[config.mk]
export PLATFORM = sky130hd
export DESIGN_NAME = linear_sched
export DESIGN_NICKNAME = d
export VERILOG_FILES = /design/src/rtl/linear_sched_pkg.sv /design/src/rtl/rr_arbiter.sv /design/src/rtl/linear_sched.sv
export SDC_FILE = /design/constraint.sdc
export NUM_CORES = 1
export LEC_CHECK = 0
export ABC_AREA = 1
export BUFFER_PORTS_ARGS = -buffer_cell sky130_fd_sc_hd__buf_2
export CAP_MARGIN = 20
export CELL_PAD_IN_SITES_DETAIL_PLACEMENT = 1
export CELL_PAD_IN_SITES_GLOBAL_PLACEMENT = 1
export CORE_MARGIN = 5
export CORE_UTILIZATION = 34
export DETAILED_ROUTE_END_ITERATION = 16
export GPL_ROUTABILITY_DRIVEN = 0
export GPL_TIMING_DRIVEN = 0
export PLACE_DENSITY = 0.81
export SLEW_MARGIN = 20
export SYNTH_ARGS = -nofsm -noshare
export SYNTH_HDL_FRONTEND = slang
export SYNTH_HIERARCHICAL = 1
export SYNTH_SLANG_ARGS = --single-unit
[constraint.sdc]
create_clock -name clk -period 3.3 [get_ports clk]
set_clock_uncertainty 0.1 [all_clocks]
set_input_delay 0.33 -clock clk [delete_from_list [all_inputs] [get_ports clk]]
set_output_delay 0.33 -clock clk [all_outputs]
set_load 0.03 [all_outputs]
[src/rtl/linear_sched_pkg.sv]
// linear_sched_pkg: shared types and defaults for the linear engine scheduler.
// Holds the FSM state enum, default sizing constants and a small wrap helper.
package linear_sched_pkg;

    // Default number of requesters (Q/K/V projections).
    localparam int LS_NUM_REQ     = 3;

    // Default watchdog limit in WAIT cycles.
    localparam int LS_TIMEOUT_CYC = 1024;

    typedef enum logic [2:0] {
        IDLE  = 3'd0,
        GRANT = 3'd1,
        START = 3'd2,
        WAIT  = 3'd3,
        ACK   = 3'd4
    } sched_state_t;

    // Next index after idx in a ring of n entries.
    function automatic int ls_wrap_inc(input int idx, input int n);
        return (idx + 1 >= n) ? 0 : idx + 1;
    endfunction

endpackage

[src/rtl/rr_arbiter.sv]
// rr_arbiter: combinational rotate-priority pick of the first eligible
// requester at or above ptr, wrapping at NUM_REQ.
// Ports: req/mask (NUM_REQ) in, ptr (IDX_W) in, any out, idx (IDX_W) out.
module rr_arbiter
    import linear_sched_pkg::*;
#(
    parameter int NUM_REQ = LS_NUM_REQ,
    parameter int IDX_W   = $clog2(NUM_REQ)
) (
    input  logic [NUM_REQ-1:0] req,
    input  logic [NUM_REQ-1:0] mask,
    input  logic [IDX_W-1:0]   ptr,
    output logic               any,
    output logic [IDX_W-1:0]   idx
);

    localparam logic [IDX_W:0] NREQ = (IDX_W + 1)'(NUM_REQ);

    logic [NUM_REQ-1:0]   w_elig;
    logic [2*NUM_REQ-1:0] w_dbl;
    logic [NUM_REQ-1:0]   w_rot;
    logic [IDX_W-1:0]     w_off;
    logic [IDX_W:0]       w_sum;

    assign w_elig = req & mask;

    // Rotate so bit k of w_rot is requester (ptr + k) mod NUM_REQ.
    assign w_dbl = {w_elig, w_elig} >> ptr;
    assign w_rot = w_dbl[NUM_REQ-1:0];

    // Lowest set bit of the rotated vector is the winner's offset.
    always_comb begin
        w_off = '0;
        for (int k = NUM_REQ - 1; k >= 0; k--) begin
            if (w_rot[k]) begin
                w_off = IDX_W'(k);
            end
        end
    end

    assign w_sum = {1'b0, ptr} + {1'b0, w_off};
    assign any   = |w_rot;
    assign idx   = (w_sum >= NREQ) ? IDX_W'(w_sum - NREQ)
                                   : w_sum[IDX_W-1:0];

endmodule

[src/rtl/linear_sched.sv]
// linear_sched: round-robin scheduler time-sharing one linear engine among
// NUM_REQ requesters. Optional watchdog enabled by LINEAR_SCHED_TIMEOUT_EN.
// Ports: clk, reset (sync, active-low), req/ack (NUM_REQ), grant_valid,
// grant_idx (IDX_W), busy, eng_start, eng_done, err.
module linear_sched
    import linear_sched_pkg::*;
#(
    parameter int NUM_REQ     = LS_NUM_REQ,
    parameter int IDX_W       = $clog2(NUM_REQ),
    parameter int TIMEOUT_CYC = LS_TIMEOUT_CYC
) (
    input  logic               clk,
    input  logic               reset,
    input  logic [NUM_REQ-1:0] req,
    output logic [NUM_REQ-1:0] ack,
    output logic               grant_valid,
    output logic [IDX_W-1:0]   grant_idx,
    output logic               busy,
    output logic               eng_start,
    input  logic               eng_done,
    output logic               err
);

    sched_state_t r_state;
    sched_state_t w_state_nxt;

    logic [IDX_W-1:0]   r_grant_idx;
    logic [IDX_W-1:0]   r_ptr;
    logic               r_wait_first;
    logic [IDX_W-1:0]   w_ptr_inc;
    logic [IDX_W-1:0]   w_arb_ptr;
    logic [IDX_W-1:0]   w_arb_idx;
    logic [NUM_REQ-1:0] w_served;
    logic [NUM_REQ-1:0] w_arb_mask;
    logic               w_arb_any;
    logic               w_load;

    assign w_served  = NUM_REQ'(1) << r_grant_idx;
    assign w_ptr_inc = IDX_W'(ls_wrap_inc(int'(r_grant_idx), NUM_REQ));

    // In ACK the served requester still holds req, so it is masked and
    // the search starts just past it.
    assign w_arb_ptr  = (r_state == ACK) ? w_ptr_inc : r_ptr;
    assign w_arb_mask = (r_state == ACK) ? ~w_served : '1;

    rr_arbiter #(
        .NUM_REQ (NUM_REQ),
        .IDX_W   (IDX_W)
    ) u_arb (
        .req  (req),
        .mask (w_arb_mask),
        .ptr  (w_arb_ptr),
        .any  (w_arb_any),
        .idx  (w_arb_idx)
    );

`ifdef LINEAR_SCHED_TIMEOUT_EN
    localparam int CNT_W = $clog2(TIMEOUT_CYC + 1);

    logic [CNT_W-1:0] r_cnt;
    logic             r_err;
    logic             w_expired;
    logic             w_to;

    assign w_expired = (r_cnt == CNT_W'(TIMEOUT_CYC));

    // Counter is zero in the first WAIT cycle and counts WAIT cycles.
    always_ff @(posedge clk) begin
        if (!reset) begin
            r_cnt <= '0;
            r_err <= 1'b0;
        end else begin
            r_err <= w_to;
            if (r_state == START) begin
                r_cnt <= '0;
            end else if (r_state == WAIT) begin
                r_cnt <= r_cnt + CNT_W'(1);
            end
        end
    end

    // r_err is only set on the WAIT->ACK timeout edge, so it lines up with ack.
    assign err = r_err;
`else
    logic w_unused_cfg;

    assign w_unused_cfg = (TIMEOUT_CYC > 0);
    assign err          = 1'b0;
`endif

    always_ff @(posedge clk) begin
        if (!reset) begin
            r_state <= IDLE;
        end else begin
            r_state <= w_state_nxt;
        end
    end

    always_ff @(posedge clk) begin
        if (!reset) begin
            r_grant_idx  <= '0;
            r_ptr        <= '0;
            r_wait_first <= 1'b0;
        end else begin
            // High only in the first WAIT cycle, to blank a stale held done.
            r_wait_first <= (r_state == START);
            if (r_state == ACK) begin
                r_ptr <= w_ptr_inc;
            end
            if (w_load) begin
                r_grant_idx <= w_arb_idx;
            end
        end
    end

    always_comb begin
        w_state_nxt = r_state;
        w_load      = 1'b0;
        ack         = '0;
        busy        = 1'b1;
        grant_valid = 1'b1;
        eng_start   = 1'b0;
`ifdef LINEAR_SCHED_TIMEOUT_EN
        w_to        = 1'b0;
`endif
        unique case (r_state)
            IDLE: begin
                busy        = 1'b0;
                grant_valid = 1'b0;
                if (w_arb_any) begin
                    w_load      = 1'b1;
                    w_state_nxt = GRANT;
                end
            end
            GRANT: begin
                w_state_nxt = START;
            end
            START: begin
                eng_start   = 1'b1;
                w_state_nxt = WAIT;
            end
            WAIT: begin
                if (!r_wait_first && eng_done) begin
                    w_state_nxt = ACK;
                end
`ifdef LINEAR_SCHED_TIMEOUT_EN
                else if (w_expired) begin
                    w_state_nxt = ACK;
                    w_to        = 1'b1;
                end
`endif
            end
            ACK: begin
                ack = w_served;
                if (w_arb_any) begin
                    w_load      = 1'b1;
                    w_state_nxt = GRANT;
                end else begin
                    w_state_nxt = IDLE;
                end
            end
            default: begin
                busy        = 1'b0;
                grant_valid = 1'b0;
                w_state_nxt = IDLE;
            end
        endcase
    end

    assign grant_idx = r_grant_idx;

endmodule

After elaboration in Yosys (flattened, before gate mapping)
Index checks and enable logic that the tools add are counted.
W data, S select, Z words.
{"block": "classes", "add_sub_neg": 3, "order_cmp": 2, "n_eq_ne": 6, "shifts": 2, "muxes": 16, "bitwise_logic": 2, "n_reduce_logical": 7}
{"op": "$pmux W3 S5", "n": 1}
{"op": "$mux W2", "n": 6}
{"op": "$mux W3", "n": 4}
{"op": "$eq A3 B2 Y1 const B", "n": 2}
{"op": "$ge A3 B2 Y1 const B", "n": 2}
{"op": "$shr A6 B2 Y3", "n": 1}
{"op": "$mux W1", "n": 5}
{"op": "$reduce_or A4 Y1", "n": 1}
{"op": "$add A2 B1 Y3 const B", "n": 1}
{"op": "$add A2 B2 Y3", "n": 1}
{"op": "$and A3 B3 Y3", "n": 1}
{"op": "$eq A3 B1 Y1 const B", "n": 1}
{"op": "$eq A3 B3 Y1 const B", "n": 1}
{"op": "$logic_not A3 Y1", "n": 1}
{"op": "$not A3 Y3", "n": 1}
{"op": "$reduce_or A3 Y1", "n": 1}
{"op": "$shl A1 B2 Y3 const A", "n": 1}
{"op": "$ne A2 B1 Y1 const B", "n": 1}
{"op": "$ne A2 B2 Y1 const B", "n": 1}
{"op": "$reduce_and A2 Y1", "n": 1}
{"op": "$reduce_or A2 Y1", "n": 1}
{"op": "$sub A2 B2 Y2 const B", "n": 1}
{"op": "$logic_and A1 B1 Y1", "n": 1}
{"op": "$logic_not A1 Y1", "n": 1}
{"block": "totals", "ff_bits": 8, "out_inout_bits": 9}

Depth between registers and ports, before layout
{"block": "depth", "depth_word": 11, "depth_mapped": 18, "ltp_nobuf": 18}

By module
Netlist, hierarchy kept.
{"mod": "linear_sched", "instances": 1, "cells_per_inst": 60, "area_each_um2": 392.9, "seq_area_each_um2": 160.2}
{"mod": "rr_arbiter", "instances": 1, "cells_per_inst": 31, "area_each_um2": 203.9, "seq_area_each_um2": 0.0}

Least setup slack after synthesis
Ideal clock, no wire load.
{"block": "synth_path", "path_type": "register -> register", "startpoint": "reg r_grant_idx[1] (netlist: grant_idx[1])", "endpoint": "reg r_grant_idx[0] (netlist: grant_idx[0])", "setup_ns": 0.116, "t_arrival_ns": 2.711, "t_required_ns": 3.084, "setup_slack_ns": 0.373, "path_stages_with_launch": 17, "path_buffers": 0, "path_cell_list": "dfxtp_1 -> inv_1 -> nand4_1 -> nand2_1 -> inv_2 -> nand3_2 -> nand3_1 -> nand2_2 -> a21oi_1 -> ha_1 -> fa_1 -> ha_1 -> nor2_1 -> nand2_1 -> xor2_1 -> o21ai_0 -> nor2_1"}
{"block": "synth_via", "elab_chain_len": 11, "word_cells_on_any_way": 19, "classes_between": "add/sub: 3; order compare: 2; shift: 2; mux: 9; bitwise: 2; reduce/logical: 1"}
{"item": "start: declaration", "line": "linear_sched.sv:27", "source": "logic [IDX_W-1:0] r_grant_idx;"}
{"item": "start signal: assignment", "line": "linear_sched.sv:111", "source": "r_grant_idx <= w_arb_idx;"}
{"item": "$shl A1 B2 Y3 *", "line": "linear_sched.sv:38", "source": "assign w_served = NUM_REQ'(1) << r_grant_idx;"}
{"item": "$not A3 Y3 *", "line": "linear_sched.sv:44", "source": "assign w_arb_mask = (r_state == ACK) ? ~w_served : '1;"}
{"item": "$mux W3 *", "line": "linear_sched.sv:44"}
{"item": "net w_arb_mask[0]", "line": "linear_sched.sv:34", "source": "logic [NUM_REQ-1:0] w_arb_mask;"}
{"item": "$and A3 B3 Y3 *", "line": "rr_arbiter.sv:25", "source": "assign w_elig = req & mask;"}
{"item": "$shr A6 B2 Y3 *", "line": "rr_arbiter.sv:28", "source": "assign w_dbl = {w_elig, w_elig} >> ptr;"}
{"item": "$mux W2 (2 in series)", "line": "rr_arbiter.sv:35", "source": "if (w_rot[k]) begin"}
{"item": "$mux W2 *", "line": "rr_arbiter.sv:35"}
{"item": "$add A2 B2 Y3 *", "line": "rr_arbiter.sv:41", "source": "assign w_sum = {1'b0, ptr} + {1'b0, w_off};"}
{"item": "$ge A3 B2 Y1", "line": "rr_arbiter.sv:43", "source": "assign idx = (w_sum >= NREQ) ? IDX_W'(w_sum - NREQ)"}
{"item": "$mux W2 *", "line": "rr_arbiter.sv:43"}
{"item": "net w_arb_idx[0]", "line": "linear_sched.sv:32", "source": "logic [IDX_W-1:0] w_arb_idx;"}
Mark *: on every way through the listed nets, which the timed path passes. The rest lies on a longest branch.
A chain may end at the register's enable or synchronous reset.

Worst setup path after layout
{"block": "layout_path", "startpoint": "reg r_state[0]", "endpoint": "reg r_grant_idx[0] (netlist: grant_idx[0])"}
{"block": "layout_via", "elab_chain_len": 10, "word_cells_on_any_way": 17, "classes_between": "add/sub: 2; order compare: 1; eq/ne: 1; shift: 1; mux: 8; bitwise: 1; reduce/logical: 3"}
{"item": "start: declaration", "line": "linear_sched.sv:24", "source": "sched_state_t r_state;"}
{"item": "start signal: assignment", "line": "linear_sched.sv:95", "source": "r_state <= w_state_nxt;"}
{"item": "$eq A3 B3 Y1 *", "line": "linear_sched.sv:44"}
{"item": "$mux W3 *", "line": "linear_sched.sv:44"}
{"item": "net w_arb_mask[1]", "line": "linear_sched.sv:34"}
{"item": "$and A3 B3 Y3 *", "line": "rr_arbiter.sv:25"}
{"item": "$shr A6 B2 Y3 *", "line": "rr_arbiter.sv:28"}
{"item": "$mux W2 (2 in series)", "line": "rr_arbiter.sv:35"}
{"item": "$mux W2 *", "line": "rr_arbiter.sv:35"}
{"item": "$add A2 B2 Y3 *", "line": "rr_arbiter.sv:41"}
{"item": "$ge A3 B2 Y1", "line": "rr_arbiter.sv:43"}
{"item": "$mux W2 *", "line": "rr_arbiter.sv:43"}
{"item": "net w_arb_idx[0]", "line": "linear_sched.sv:32"}
Marked as above.

==> run metrics <==
status=complete, no violations; FP Rows=15; GR Overflow Total=0; critical-path cell list=nor2_4 > nand4_1 > nand2_2 > inv_1 > nand3_1 > nand2_2 > a21oi_1 > ha_1 > fa_1 > ha_1 > nor2_1 > nand2_1 > xor2_1 > o21ai_0 > nor2_1; Crit-path slowest cell=fa_1; vias in the first global route=about 630; top cell type's share of synthesized area=0.268; leading cell types by count after synthesis=nand2_1 (18), inv_1 (15), nand3_1 (13), dfxtp_1 (8), nor2_1 (8); Final Cycle Share=0.914; top post-synthesis cells by area=dfxtp_1 (27%), nand2_1 (11%), nand3_1 (11%), inv_1 (9.4%), nand3_2 (6.7%); # DRC=0; RSZ-0062 raised after global routing=false; fmax=331 MHz; Area after DPL=around 700 um2; Post-synth EDFFs=0; Final Hold Violating Endpoints=0; count of pins over their slew limit=0; H-tree level count=1; Worst EP required=between 3 and 4 ns; clock slew at reported path FFs=about 0.050 ns; HP Class=in2reg; Critical Path Fanout Max=7; final setup violating endpoints=0; initial antenna violation count=0; Max stage delay on crit path=around 0.46 ns; drt first pass iters=4; core area=about 1700 um2; root buffer cell=clkbuf_4; via count=626; CP Class=reg2reg; VDD IR-drop max=between 0.2 and 0.3 mV; Setup Slack @ Placement=0.177 ns; first-pass GRT wire length=2610 um; post-layout min period=3.02 ns; io pins=15; DIE WIDTH=between 50 and 60 um; Area Overhead vs Synth=20.3%; Max-Cap Viols=0; Die Y=between 50 and 60 um; LEAKAGE=0.415 nW; fin worst setup slack=0.282 ns; total CTS buffers=3; Die Area=between 2000 and 3000 um2; pwr dens=a little under 500 nW/um2; Syn Area/Cell=approximately 6.6 um2; worst-case clock buffer depth=2; register area share after synthesis=0.268; number of warnings issued by yosys=6; Post-Syn Nets=100; CP arrival=approximately 3.1 ns; clock sink count=8; total global-route track usage=0.127; post-layout instance area=just over 700 um2; Starting Density=0.353; Fin Setup TNS=0 ns; CP Capture Type=flip-flop; Syn Inst Count=a little over 90; I/O Buffers=13; Final #Nets=around 120; worst path bufs/invs=1; most common flop cell mapped by yosys=dfxtp_1; Startpoint Class=flip-flop; ys async rst share=0; initial drt markers=5; via/cell ratio=~5; cell taking the most area after synthesis=dfxtp_1; DRT Wirelength=1450 um; post-route ant nets=0; Tot Pwr=roughly 0.00035 W; CTS tree=done; layout cells sized above 1=0.296; post-synthesis cell area=roughly 600 um2; Clk Latency, worst-skew pair=roughly 0.25 ns; post-DP HPWL=roughly 1200 um; pin count of the biggest net entering global routing=8; Min Hold Slack=about 0.24 ns; Seq cells post-synth=8; library cells used by synthesis=19; ANT cells=0; WL/cell=~12 um; top-count cell post-synth=nand2_1; CP top delay family=simple AND/OR/NAND/NOR gates
==> per-stage QoR <==
step,cells,util
2_1_floorplan,91,-
3_3_place_gp,121,0.404
3_5_place_dp,121,0.404
4_1_cts,124,0.418
5_1_grt,125,0.425
6_report,125,0.425
==> registers in the layout (all words and copies together), names as in the netlist <==
| name | cells |
|---|---|
| grant_idx | 2 |
| r_ptr | 2 |
| r_state | 3 |
| r_wait_first | 1 |
==> cells by family after synthesis <==
family / count (synthesis) / synth area share
xor gates and xnor gates: 1 / 0.0147
and+or+nand+nor: 54 / 0.459
other: 1 / 0.00628
DFF: 8 / 0.268
adders and majority gates: 3 / 0.0755
buffers and inverters: 18 / 0.126
AOI/OAI and AO/OA: 6 / 0.0503
==> layout make-up <==
class | count | area [um2]
fill | 245 | 971
multi-input combinational | 65 | 367
sequential | 8 | 160
timing repair buffer | 14 | 72.6
inverter | 16 | 60.1
clock buffer | 3 | 22.5
tap | 17 | 21.3
buffer | 2 | 15.0
==> where the power goes <==
| part | leakage (nW) | switching (W) | internal (W) | total, W |
|---|---|---|---|---|
| logic | 0.336 | 0.000102 | 0.0000511 | 0.000153 |
| clock network | 0.0138 | 0.0000339 | 0.0000417 | 0.0000755 |
| registers | 0.0657 | 0.0000134 | 0.000109 | 0.000123 |
==> worst paths after layout <==
path	cells after the start	to	start	slack [ns]
setup / recovery	15	grant_idx[0]	r_state[0]	0.28
hold / removal	3	r_state[0]	reset	0.24
setup reg to reg	15	grant_idx[0]	r_state[0]	0.28
hold reg to reg	2	r_ptr[1]	r_ptr[1]	0.40
==> placed cells by master, fill, tap and decap left out, types with 3 or more instances in the layout <==
cell      count
nand2_1      16
a21oi_1       4
nand3_1      13
buf_2        13
dfxtp_1       8
buf_4         3
nand3_2       4
inv_1        15
nand2_2       5
nand4_1       3
nor2_1        8
clkbuf_4      3
==> routing by layer <==
metal | share of wire | global-route usage
met1 | 0.46 | 0.159
met2 | 0.47 | 0.209
met3 | 0.054 | 0.0458
met4 | 0.015 | 0.0262
met5 | 0 | 0
==> what timing repair did <==
item | in CTS | in global routing
gates resized for setup | 0 | 2
setup buffers | 0 | 1
setup endpoints to repair | 0 | 2
hold buffers | 0 | 0
==> worst reg2reg max path, stage by stage (launching register included) <==
cell and delay [ns]:
dfxtp_1 0.34, nor2_4 0.18, nand4_1 0.25, nand2_2 0.22, inv_1 0.10, nand3_1 0.10
nand2_2 0.07, a21oi_1 0.13, ha_1 0.18, fa_1 0.46, ha_1 0.22, nor2_1 0.13
nand2_1 0.09, xor2_1 0.14, o21ai_0 0.15, nor2_1 0.05
(Power assumes the default switching activity.)
